--- config.mk ---
export PLATFORM = sky130hd
export DESIGN_NAME = alu_multicycle_flat
export DESIGN_NICKNAME = d
export VERILOG_FILES = /design/src/rtl/alu_multicycle_if.sv /design/src/rtl/alu_multicycle.sv /design/src/flat_wrapper.sv
export SDC_FILE = /design/constraint.sdc
export NUM_CORES = 1
export LEC_CHECK = 0
export CAP_MARGIN = 20
export CORE_ASPECT_RATIO = 0.6
export CORE_MARGIN = 4
export CORE_UTILIZATION = 45
export CTS_CLUSTER_DIAMETER = 150
export CTS_CLUSTER_SIZE = 28
export DETAILED_ROUTE_END_ITERATION = 16
export GPL_ROUTABILITY_DRIVEN = 0
export RECOVER_POWER = 50
export SLEW_MARGIN = 10
export SYNTH_ARGS = -nofsm -noshare
export SYNTH_HDL_FRONTEND = slang
export SYNTH_SLANG_ARGS = --single-unit
--- constraint.sdc ---
create_clock -name Clock -period 5.75 [get_ports Clock]
set_clock_uncertainty 0.2 [all_clocks]
set_input_delay 1.15 -clock Clock [delete_from_list [all_inputs] [get_ports Clock]]
set_output_delay 1.15 -clock Clock [all_outputs]
set_load 0.02 [all_outputs]
--- src/rtl/alu_multicycle_if.sv ---
// Request/response bundle for the multi-cycle ALU: operands, opcode and
// flag-set select flow toward the ALU; result, status and both flag sets
// flow back.
interface alu_multicycle_if #(
    parameter int WIDTH = 8
);
    logic             iStart;
    logic [3:0]       iALUControl;
    logic [WIDTH-1:0] iA;
    logic [WIDTH-1:0] iB;
    logic             iRegOutputALU;

    logic [WIDTH-1:0] oALUOut;
    logic             oReady;
    logic             oDone;
    logic             oIllegal;
    logic             N_A, Z_A, C_A, V_A;
    logic             N_B, Z_B, C_B, V_B;

    modport master (
        output iStart, iALUControl, iA, iB, iRegOutputALU,
        input  oALUOut, oReady, oDone, oIllegal,
        input  N_A, Z_A, C_A, V_A, N_B, Z_B, C_B, V_B
    );

    modport slave (
        input  iStart, iALUControl, iA, iB, iRegOutputALU,
        output oALUOut, oReady, oDone, oIllegal,
        output N_A, Z_A, C_A, V_A, N_B, Z_B, C_B, V_B
    );
endinterface

--- src/rtl/alu_multicycle.sv ---
// Multi-cycle ALU. Arithmetic, logic and single-bit shifts finish one cycle
// after the request is accepted; multi-bit shifts walk one bit per cycle and
// the multiply is a shift-add over WIDTH cycles. Results and flags are
// written on the edge that enters DONE, so they are already valid while
// oDone is high, and they only change again on the next completion.
module alu_multicycle #(
    parameter int WIDTH = 8
) (
    input  logic              Clock,
    input  logic              Reset,
    alu_multicycle_if.slave   bus
);
    localparam int SW  = $clog2(WIDTH);
    localparam int CW  = SW + 1;
    localparam int MSB = WIDTH - 1;

    localparam logic [3:0] OP_ADD  = 4'd0;
    localparam logic [3:0] OP_SUB  = 4'd1;
    localparam logic [3:0] OP_RSUB = 4'd2;
    localparam logic [3:0] OP_AND  = 4'd3;
    localparam logic [3:0] OP_OR   = 4'd4;
    localparam logic [3:0] OP_XOR  = 4'd5;
    localparam logic [3:0] OP_SHL1 = 4'd6;
    localparam logic [3:0] OP_SHR1 = 4'd7;
    localparam logic [3:0] OP_ADC  = 4'd8;
    localparam logic [3:0] OP_SBC  = 4'd9;
    localparam logic [3:0] OP_SHLN = 4'd10;
    localparam logic [3:0] OP_SHRN = 4'd11;
    localparam logic [3:0] OP_MUL  = 4'd12;

    typedef enum logic [1:0] {IDLE, RUN, DONE} state_t;

    state_t           state_q, state_d;
    logic [3:0]       op_q;
    logic             sel_q;
    logic             ill_q;
    logic [WIDTH-1:0] a_q;
    logic [WIDTH-1:0] acc_q;
    logic [WIDTH-1:0] hi_q;
    logic [CW-1:0]    cnt_q;

    logic [WIDTH-1:0] sc_res;
    logic [WIDTH:0]   ext;
    logic             sc_c, sc_v, cin, in_ill, in_multi;
    logic [SW-1:0]    shamt;

    logic [WIDTH:0]   mul_sum;
    logic [WIDTH-1:0] step_acc, step_hi;
    logic             step_c;

    logic             wb_en, wb_sel, wb_c, wb_v;
    logic [WIDTH-1:0] wb_res;

    // Decode the incoming request and compute single-cycle results directly from the live inputs.
    always_comb begin
        shamt    = bus.iB[SW-1:0];
        cin      = bus.iRegOutputALU ? bus.C_B : bus.C_A;
        ext      = '0;
        sc_res   = '0;
        sc_c     = 1'b0;
        sc_v     = 1'b0;
        in_ill   = 1'b0;
        in_multi = 1'b0;
        case (bus.iALUControl)
            OP_ADD, OP_ADC: begin
                ext    = {1'b0, bus.iA} + {1'b0, bus.iB}
                       + {{WIDTH{1'b0}}, (bus.iALUControl == OP_ADC) & cin};
                sc_res = ext[MSB:0];
                sc_c   = ext[WIDTH];
                sc_v   = (bus.iA[MSB] == bus.iB[MSB]) && (sc_res[MSB] != bus.iA[MSB]);
            end
            OP_SUB, OP_SBC: begin
                ext    = {1'b0, bus.iA} - {1'b0, bus.iB}
                       - {{WIDTH{1'b0}}, (bus.iALUControl == OP_SBC) & cin};
                sc_res = ext[MSB:0];
                sc_c   = ext[WIDTH];
                sc_v   = (bus.iA[MSB] != bus.iB[MSB]) && (sc_res[MSB] != bus.iA[MSB]);
            end
            OP_RSUB: begin
                ext    = {1'b0, bus.iB} - {1'b0, bus.iA};
                sc_res = ext[MSB:0];
                sc_c   = ext[WIDTH];
                sc_v   = (bus.iB[MSB] != bus.iA[MSB]) && (sc_res[MSB] != bus.iB[MSB]);
            end
            OP_AND:  sc_res = bus.iA & bus.iB;
            OP_OR:   sc_res = bus.iA | bus.iB;
            OP_XOR:  sc_res = bus.iA ^ bus.iB;
            OP_SHL1: begin
                sc_res = {bus.iA[MSB-1:0], 1'b0};
                sc_c   = bus.iA[MSB];
            end
            OP_SHR1: begin
                sc_res = {1'b0, bus.iA[MSB:1]};
                sc_c   = bus.iA[0];
            end
            OP_SHLN, OP_SHRN: begin
                sc_res   = bus.iA;
                in_multi = (shamt != '0);
            end
            OP_MUL:  in_multi = 1'b1;
            default: in_ill   = 1'b1;
        endcase
    end

    // One iteration of the running shift or shift-add multiply, from the working registers.
    always_comb begin
        mul_sum  = {1'b0, hi_q} + (acc_q[0] ? {1'b0, a_q} : '0);
        step_acc = acc_q;
        step_hi  = hi_q;
        step_c   = 1'b0;
        case (op_q)
            OP_SHLN: begin
                step_acc = {acc_q[MSB-1:0], 1'b0};
                step_c   = acc_q[MSB];
            end
            OP_SHRN: begin
                step_acc = {1'b0, acc_q[MSB:1]};
                step_c   = acc_q[0];
            end
            OP_MUL: begin
                step_hi  = mul_sum[WIDTH:1];
                step_acc = {mul_sum[0], acc_q[MSB:1]};
                step_c   = |mul_sum[WIDTH:1];
            end
            default: step_c = 1'b0;
        endcase
    end

    // Next-state logic plus selection of what gets written back on entry to DONE.
    always_comb begin
        state_d = state_q;
        wb_en   = 1'b0;
        wb_sel  = sel_q;
        wb_res  = step_acc;
        wb_c    = step_c;
        wb_v    = 1'b0;
        case (state_q)
            IDLE: begin
                wb_sel = bus.iRegOutputALU;
                wb_res = sc_res;
                wb_c   = sc_c;
                wb_v   = sc_v;
                if (bus.iStart) begin
                    if (in_ill) begin
                        state_d = DONE;
                    end else if (in_multi) begin
                        state_d = RUN;
                    end else begin
                        state_d = DONE;
                        wb_en   = 1'b1;
                    end
                end
            end
            RUN: begin
                if (cnt_q == CW'(1)) begin
                    state_d = DONE;
                    wb_en   = 1'b1;
                end
            end
            DONE:    state_d = IDLE;
            default: state_d = IDLE;
        endcase
    end

    // State, operand capture, iteration registers and architectural result/flags.
    always_ff @(posedge Clock) begin
        if (!Reset) begin
            state_q     <= IDLE;
            op_q        <= '0;
            sel_q       <= 1'b0;
            ill_q       <= 1'b0;
            a_q         <= '0;
            acc_q       <= '0;
            hi_q        <= '0;
            cnt_q       <= '0;
            bus.oALUOut <= '0;
            bus.N_A     <= 1'b0;
            bus.Z_A     <= 1'b0;
            bus.C_A     <= 1'b0;
            bus.V_A     <= 1'b0;
            bus.N_B     <= 1'b0;
            bus.Z_B     <= 1'b0;
            bus.C_B     <= 1'b0;
            bus.V_B     <= 1'b0;
        end else begin
            state_q <= state_d;
            if (state_q == IDLE && bus.iStart) begin
                op_q  <= bus.iALUControl;
                sel_q <= bus.iRegOutputALU;
                ill_q <= in_ill;
                a_q   <= bus.iA;
                hi_q  <= '0;
                if (bus.iALUControl == OP_MUL) begin
                    acc_q <= bus.iB;
                    cnt_q <= CW'(WIDTH);
                end else begin
                    acc_q <= bus.iA;
                    cnt_q <= {1'b0, shamt};
                end
            end else if (state_q == RUN) begin
                acc_q <= step_acc;
                hi_q  <= step_hi;
                cnt_q <= cnt_q - CW'(1);
            end
            if (wb_en) begin
                bus.oALUOut <= wb_res;
                if (wb_sel) begin
                    bus.N_B <= wb_res[MSB];
                    bus.Z_B <= (wb_res == '0);
                    bus.C_B <= wb_c;
                    bus.V_B <= wb_v;
                end else begin
                    bus.N_A <= wb_res[MSB];
                    bus.Z_A <= (wb_res == '0);
                    bus.C_A <= wb_c;
                    bus.V_A <= wb_v;
                end
            end
        end
    end

    assign bus.oReady   = (state_q == IDLE);
    assign bus.oDone    = (state_q == DONE);
    assign bus.oIllegal = (state_q == DONE) && ill_q;

endmodule

--- src/flat_wrapper.sv ---
// flat-port wrapper written by rule: the top's interface ports become plain ports
module alu_multicycle_flat 
#(
    parameter int WIDTH = 8
)
  (Clock, Reset, bus_iStart, bus_iALUControl, bus_iA, bus_iB, bus_iRegOutputALU, bus_oALUOut, bus_oReady, bus_oDone, bus_oIllegal, bus_N_A, bus_Z_A, bus_C_A, bus_V_A, bus_N_B, bus_Z_B, bus_C_B, bus_V_B);
  alu_multicycle_if #(.WIDTH(WIDTH)) bus_i ();
  input  logic Clock;
  input  logic Reset;
  input wire logic [$bits(bus_i.iStart)-1:0] bus_iStart;
  input wire logic [$bits(bus_i.iALUControl)-1:0] bus_iALUControl;
  input wire logic [$bits(bus_i.iA)-1:0] bus_iA;
  input wire logic [$bits(bus_i.iB)-1:0] bus_iB;
  input wire logic [$bits(bus_i.iRegOutputALU)-1:0] bus_iRegOutputALU;
  output wire logic [$bits(bus_i.oALUOut)-1:0] bus_oALUOut;
  output wire logic [$bits(bus_i.oReady)-1:0] bus_oReady;
  output wire logic [$bits(bus_i.oDone)-1:0] bus_oDone;
  output wire logic [$bits(bus_i.oIllegal)-1:0] bus_oIllegal;
  output wire logic [$bits(bus_i.N_A)-1:0] bus_N_A;
  output wire logic [$bits(bus_i.Z_A)-1:0] bus_Z_A;
  output wire logic [$bits(bus_i.C_A)-1:0] bus_C_A;
  output wire logic [$bits(bus_i.V_A)-1:0] bus_V_A;
  output wire logic [$bits(bus_i.N_B)-1:0] bus_N_B;
  output wire logic [$bits(bus_i.Z_B)-1:0] bus_Z_B;
  output wire logic [$bits(bus_i.C_B)-1:0] bus_C_B;
  output wire logic [$bits(bus_i.V_B)-1:0] bus_V_B;
  assign bus_i.iStart = bus_iStart;
  assign bus_i.iALUControl = bus_iALUControl;
  assign bus_i.iA = bus_iA;
  assign bus_i.iB = bus_iB;
  assign bus_i.iRegOutputALU = bus_iRegOutputALU;
  assign bus_oALUOut = bus_i.oALUOut;
  assign bus_oReady = bus_i.oReady;
  assign bus_oDone = bus_i.oDone;
  assign bus_oIllegal = bus_i.oIllegal;
  assign bus_N_A = bus_i.N_A;
  assign bus_Z_A = bus_i.Z_A;
  assign bus_C_A = bus_i.C_A;
  assign bus_V_A = bus_i.V_A;
  assign bus_N_B = bus_i.N_B;
  assign bus_Z_B = bus_i.Z_B;
  assign bus_C_B = bus_i.C_B;
  assign bus_V_B = bus_i.V_B;
  alu_multicycle #(.WIDTH(WIDTH)) u_core (.Clock(Clock), .Reset(Reset), .bus(bus_i));
endmodule
# Yosys cells after proc, flatten, opt, wreduce, memory -nomap -nowiden
# Index checks and enable logic that the tools add are counted.
dict set report word_totals {
  latchBits 0
  ramBits 0
  mem_bits_ro 0
  word_cells 106
  memories 0
  output_inout_bits 19
  regBits 52
}
dict set report op_classes {
  eq_ne 26
  n_bitwise 7
  n_reduce_logical 20
  n_mul 0
  n_lt_le_gt_ge 0
  mux 29
  div_mod_pow 0
  add_sub_neg 7
  shifts 0
}
# cell n
set ops {}
lappend ops {{$pmux 8 s9} 1}
lappend ops {{$mux 8} 5}
lappend ops {{$eq 4x4->1 const B} 8}
lappend ops {{$pmux 8 s3} 1}
lappend ops {{$sub 8x8->9} 2}
lappend ops {{$eq 4x3->1 const B} 4}
lappend ops {{$reduce_or 13->1} 1}
lappend ops {{$mux 4} 3}
lappend ops {{$add 8x8->9} 1}
lappend ops {{$add 8x9->9} 1}
lappend ops {{$add 9x1->9} 1}
lappend ops {{$mux 1} 9}
lappend ops {{$sub 9x1->9} 1}
lappend ops {{$and 8x8->8} 1}
lappend ops {{$eq 4x1->1 const B} 2}
lappend ops {{$eq 4x2->1 const B} 2}
lappend ops {{$logic_not 8->1} 1}
lappend ops {{$mux 2} 4}
lappend ops {{$or 8x8->8} 1}
lappend ops {{$reduce_and 2->1} 4}
lappend ops {{$reduce_or 2->1} 4}
lappend ops {{$reduce_or 8->1} 1}
lappend ops {{$xor 8x8->8} 1}
lappend ops {{$pmux 1 s3} 2}
lappend ops {{other kinds (17)} 28}

# Longest topological paths before layout
dict set report logic_depth {
  depth_word 8
  ltp_mapped 14
}

# Worst setup path after synthesis
# Ideal clock, no wire load.
dict set report synth_path {
  path_type {in2reg}
  startpoint {input port bus_iALUControl[1]}
  endpoint {register u_core.bus.Z_A}
  path_stages 12
  t_arrival_ns 3.710
  t_required_ns 5.463
  setup_slack_ns 1.753
  setup_time_ns 0.087
  path_cell_list {buf_4 > nor2b_1 > nand3_1 > fa_1 > fa_1 > o21ai_1 > a211oi_1 > xor2_1 > a221o_1 > o21ai_0 > o211ai_1 > o31ai_1}
}
dict set report synth_via {
  elab_chain_cells 8
  elab_cells_between_ends 30
  cone_classes {add/sub (2); eq/ne (12); mux (7); bitwise (2); reduce/logical (7)}
}
# item line
set synth_lines {}
lappend synth_lines {{from (decl)} flat_wrapper.sv:11} ;# input wire logic [$bits(bus_i.iALUControl)-1:0] bus_iALUControl;
lappend synth_lines {{parallel branches: the longest is 8 deep, another holds $sub 9x1->9} --}
lappend synth_lines {{to (signal assigned)} alu_multicycle.sv:214} ;# bus.Z_A <= (wb_res == '0);
lappend synth_lines {{to (decl)} alu_multicycle_if.sv:29} ;# output N_A, Z_A, C_A, V_A, N_B, Z_B, C_B, V_B
# Parallel ways; which one is timed is not known.
# A chain may end at the register's enable or synchronous reset.

# Worst setup path in the final report
dict set report layout_path {
  startpoint {input port bus_iALUControl[3]}
  endpoint {register u_core.bus.Z_A}
}
# The elaborated chain is that of the path after synthesis.

==> results.toml <==
[run_status]
outcome = "finished clean"

[sta]
setup_violations = 0
fin_hold_ws_ns = 0.2538
rsz0062_at_grt = "false"
hold_violations = 0
fin_crit_ns = 4.688
slew_headroom_pct = 23.18
period_share_pct = 81.53
maxSlewViolCount = 0
tightest_slew_ns = 1.152
totalNegativeSetupSlack_ns = 0
max_freq_mhz = 213.3

[pwr]
ir_drop_uv = 128.6
p_int_uw = 721.8
powerDensity_mw_per_mm2 = 194.3
power_frac_comb_pct = 36.8
power_frac_clock_pct = 27.2
seqPwrFrac_pct = 36.0
p_leak_nw = 2.398
power_switching_uw = 425.8
p_sw_share_pct = 37.10

[critical_path]
required_ns = 5.75
cp-start-kind = "primary input"
slowest_delay_ns = 0.47
worstPathMaxFanout = 5
worst-path-buf-inv = 1
arrival_ns = 4.69
cpMostUsedCell = "fa_1"
crit_path_cell_trace = "clkdlybuf4s50_1 > nor2b_1 > nand3_1 > fa_1 > fa_1 > o21ai_1 > a211oi_1 > xor2_1 > a221o_1 > o21ai_0 > o211ai_1 > o31ai_1"
crit_type = "in -> reg"
slowest_stage = "clkdlybuf4s50_1"
crit_path_end_kind = "flip-flop"
critPathTopFamily = "compound AO/OA/AOI/OAI gates"

[layout]
final_area_mm2 = 0.005906
layout-drive-gt1-share_pct = 6.233
nNetsFinal = 798
antennaDiodeCount = 0
n_fill_cell = 1134
area_growth_pct = 10.80

[grt]
grt_pass1_vias = 5062
grt_pass1_wl_um = 28750
antenna_found_initial = 0
grt-ovfl-total = 0
grt_max_degree = 36
grt_usage_pct = 26.35

[yosys]
synth_area_mm2 = 0.005330
synth_seq_cells = 52
synthArstFlopShare_pct = 0
synth-edff-count = 0
yosysTopAreaCellShare_pct = 19.53
synth_top_area_cell = "dfxtp_1"
yosysUniqueCellTypes = 82
synth_fp_nets = 783
syn_avg_cell_area_um2 = 7.550
postSynthCellCount = 706
ys_seq_area_share_pct = 19.53
ys_warn_count = 0
synth_ff_type = "dfxtp_1"
synth.area.top_cells = "dfxtp_1, ha_1, a21oi_1, nand2_1, nor2_1"

[cts]
cts_buffers = 5
clockBufferDepth = 2
cts_resized = 0
cts_tree = "done"
post-cts-setup-buffers = 0
cts-hold-fix-buffers = 0
htreeDepth = 2
clk_pin_slew_ns = 0.07
clock-sinks = 52
cts-root-buf = "clkbuf_16"
clk_latency_ns = 0.30

[flow_run]
drv_cap = 0

[routing]
via_per_inst = 6.219
drc = 0
wl_per_cell_um = 20.35
detail_route.iter0.violations = 675
drt-total-wl_um = 17950
firstDrtPassIters = 5
postRouteAntennaNets = 0
vias = 5485

[place]
io_buffer_count = 42
place_area_mm2 = 0.005756
dp_hpwl_um = 13950

[die]
die_h_um = 92.30
core_mm2 = 0.01145
initial_utilization_pct = 46.56
num_rows = 30
die_w_um = 148.5
ioPinCount = 43
die-area_mm2 = 0.01371

[min_path]
hp-class = "reg -> reg"
Yosys cell counts (4+ instances only):
| cell | n |
|---|---|
| buf_6 | 7 |
| nand2b_1 | 6 |
| a22o_1 | 4 |
| fa_1 | 7 |
| inv_1 | 45 |
| a311oi_1 | 4 |
| nor2_1 | 53 |
| nor4_1 | 4 |
| o21ai_0 | 27 |
| nand3_1 | 19 |
| mux2i_1 | 11 |
| a21o_1 | 6 |
| buf_2 | 9 |
| a22oi_1 | 5 |
| a221oi_1 | 4 |
| a211oi_1 | 13 |
| nand4_1 | 4 |
| a21oi_1 | 65 |
| xor2_1 | 4 |
| o211ai_1 | 15 |
| and3_1 | 8 |
| ha_1 | 46 |
| nand3b_1 | 9 |
| nor3_1 | 21 |
| and2_1 | 12 |
| o31ai_1 | 7 |
| nor3b_1 | 9 |
| clkbuf_1 | 22 |
| nor2b_1 | 15 |
| xnor2_1 | 12 |
| mux2_2 | 4 |
| o21a_1 | 5 |
| nand2_1 | 84 |
| dfxtp_1 | 52 |
sequential cells by signal (all words and copies together), names as in the netlist:
register,flops
u_core.a_q,8
u_core.acc_q,8
u_core.bus.oALUOut,8
u_core.hi_q,8
u_core.cnt_q,4
u_core.op_q,4
u_core.state_q,2
u_core.bus.C_A,1
u_core.bus.C_B,1
u_core.bus.N_A,1
u_core.bus.N_B,1
u_core.bus.V_A,1
u_core.bus.V_B,1
u_core.bus.Z_A,1
u_core.bus.Z_B,1
u_core.ill_q,1
u_core.sel_q,1
metrics by stage:
| stage | total power [mW] | worst slack, ns | cells | utilization [%] |
|---|---|---|---|---|
| finish | 1.148 | 1.062 | 882 | 51.58 |
| CTS | 1.145 | 1.190 | 881 | 51.58 |
| floorplan | 0.7017 | 1.753 | 706 | - |
| global route | 1.209 | 0.8307 | 882 | 51.58 |
| detailed placement | 0.8324 | 0.8837 | 873 | 50.27 |
| global placement | 0.8280 | 0.9245 | 873 | 50.27 |
cell type report:
type	count	area (um^2)	area share, %
clock buffer	7	142.6	2.415
clock inverter	1	7.507	0.1271
inverter	47	176.4	2.987
multi-input combinational	561	3835	64.94
sequential	52	1041	17.63
tap	160	200.2	3.390
timing repair buffer	54	503.0	8.517
logic make-up (layout without fill, tap and decap cells):
| family | Yosys count | count (layout) | share of synthesized area (%) |
|---|---|---|---|
| AO/OA/AOI/OAI | 210 | 210 | 27.51 |
| XOR/XNOR | 16 | 16 | 2.629 |
| adder cells (fa/ha/maj) | 53 | 53 | 13.43 |
| buffers and inverters | 93 | 109 | 8.521 |
| flip-flops | 52 | 52 | 19.53 |
| multiplexers | 15 | 15 | 2.911 |
| AND/OR/NAND/NOR | 267 | 267 | 25.47 |
worst reg2reg max path, stage by stage, from the launching register on:
cell and delay, ns:
dfxtp_1 0.35, or2_1 0.38, inv_2 0.36, and2_0 0.73, clkbuf_1 0.74, a32oi_2 0.42
nor2_1 0.35, nand3_1 0.11, o31ai_1 0.23
worst paths after layout:
check,start,to,slack [ns],depth (start not counted)
min reg2reg,u_core.a_q[5],u_core.a_q[5],0.25,2
max,bus_iALUControl[3],u_core.bus.Z_A,1.06,12
min,u_core.a_q[5],u_core.a_q[5],0.25,2
max reg2reg,u_core.state_q[0],u_core.bus.Z_A,1.79,8
placed cells by master (no fill, tap or decap), types with 4 or more instances in the layout:
cell type        instances
o31ai_1                  7
buf_4                   10
a22oi_1                  5
nor3_1                  21
nand4_1                  4
dfxtp_1                 52
clkbuf_16                5
nand2b_1                 6
mux2i_1                 11
nor2_1                  53
xnor2_1                 12
a22o_1                   4
a21o_1                   6
a21oi_1                 65
nor4_1                   4
ha_1                    46
o21ai_0                 27
and3_1                   8
and2_1                  11
mux2_2                   4
inv_1                   45
nor2b_1                 15
nand3b_1                 9
clkdlybuf4s50_1         25
nand3_1                 19
a211oi_1                13
a311oi_1                 4
nor3b_1                  9
o211ai_1                15
dlygate4sd3_1           17
fa_1                     7
xor2_1                   4
o21a_1                   5
nand2_1                 84
a221oi_1                 4
per-layer routing:
layer	GRT usage [%]	wire, um	vias up
met5	0	0	-
met4	3.075	91	0
met3	7.335	1920	15
met2	34.08	6783	298
met1	43.00	9153	2609
li1	-	-	2563
power by group through the flow:
stage	registers, mW	logic (mW)	clock network, mW
6_report	0.413	0.422	0.312
5_1_grt	0.416	0.459	0.334
4_1_cts	0.412	0.415	0.317
3_5_place_dp	0.420	0.412	0
3_3_place_gp	0.419	0.409	0
2_1_floorplan	0.417	0.285	0
Power figures use the tool's default switching activity.
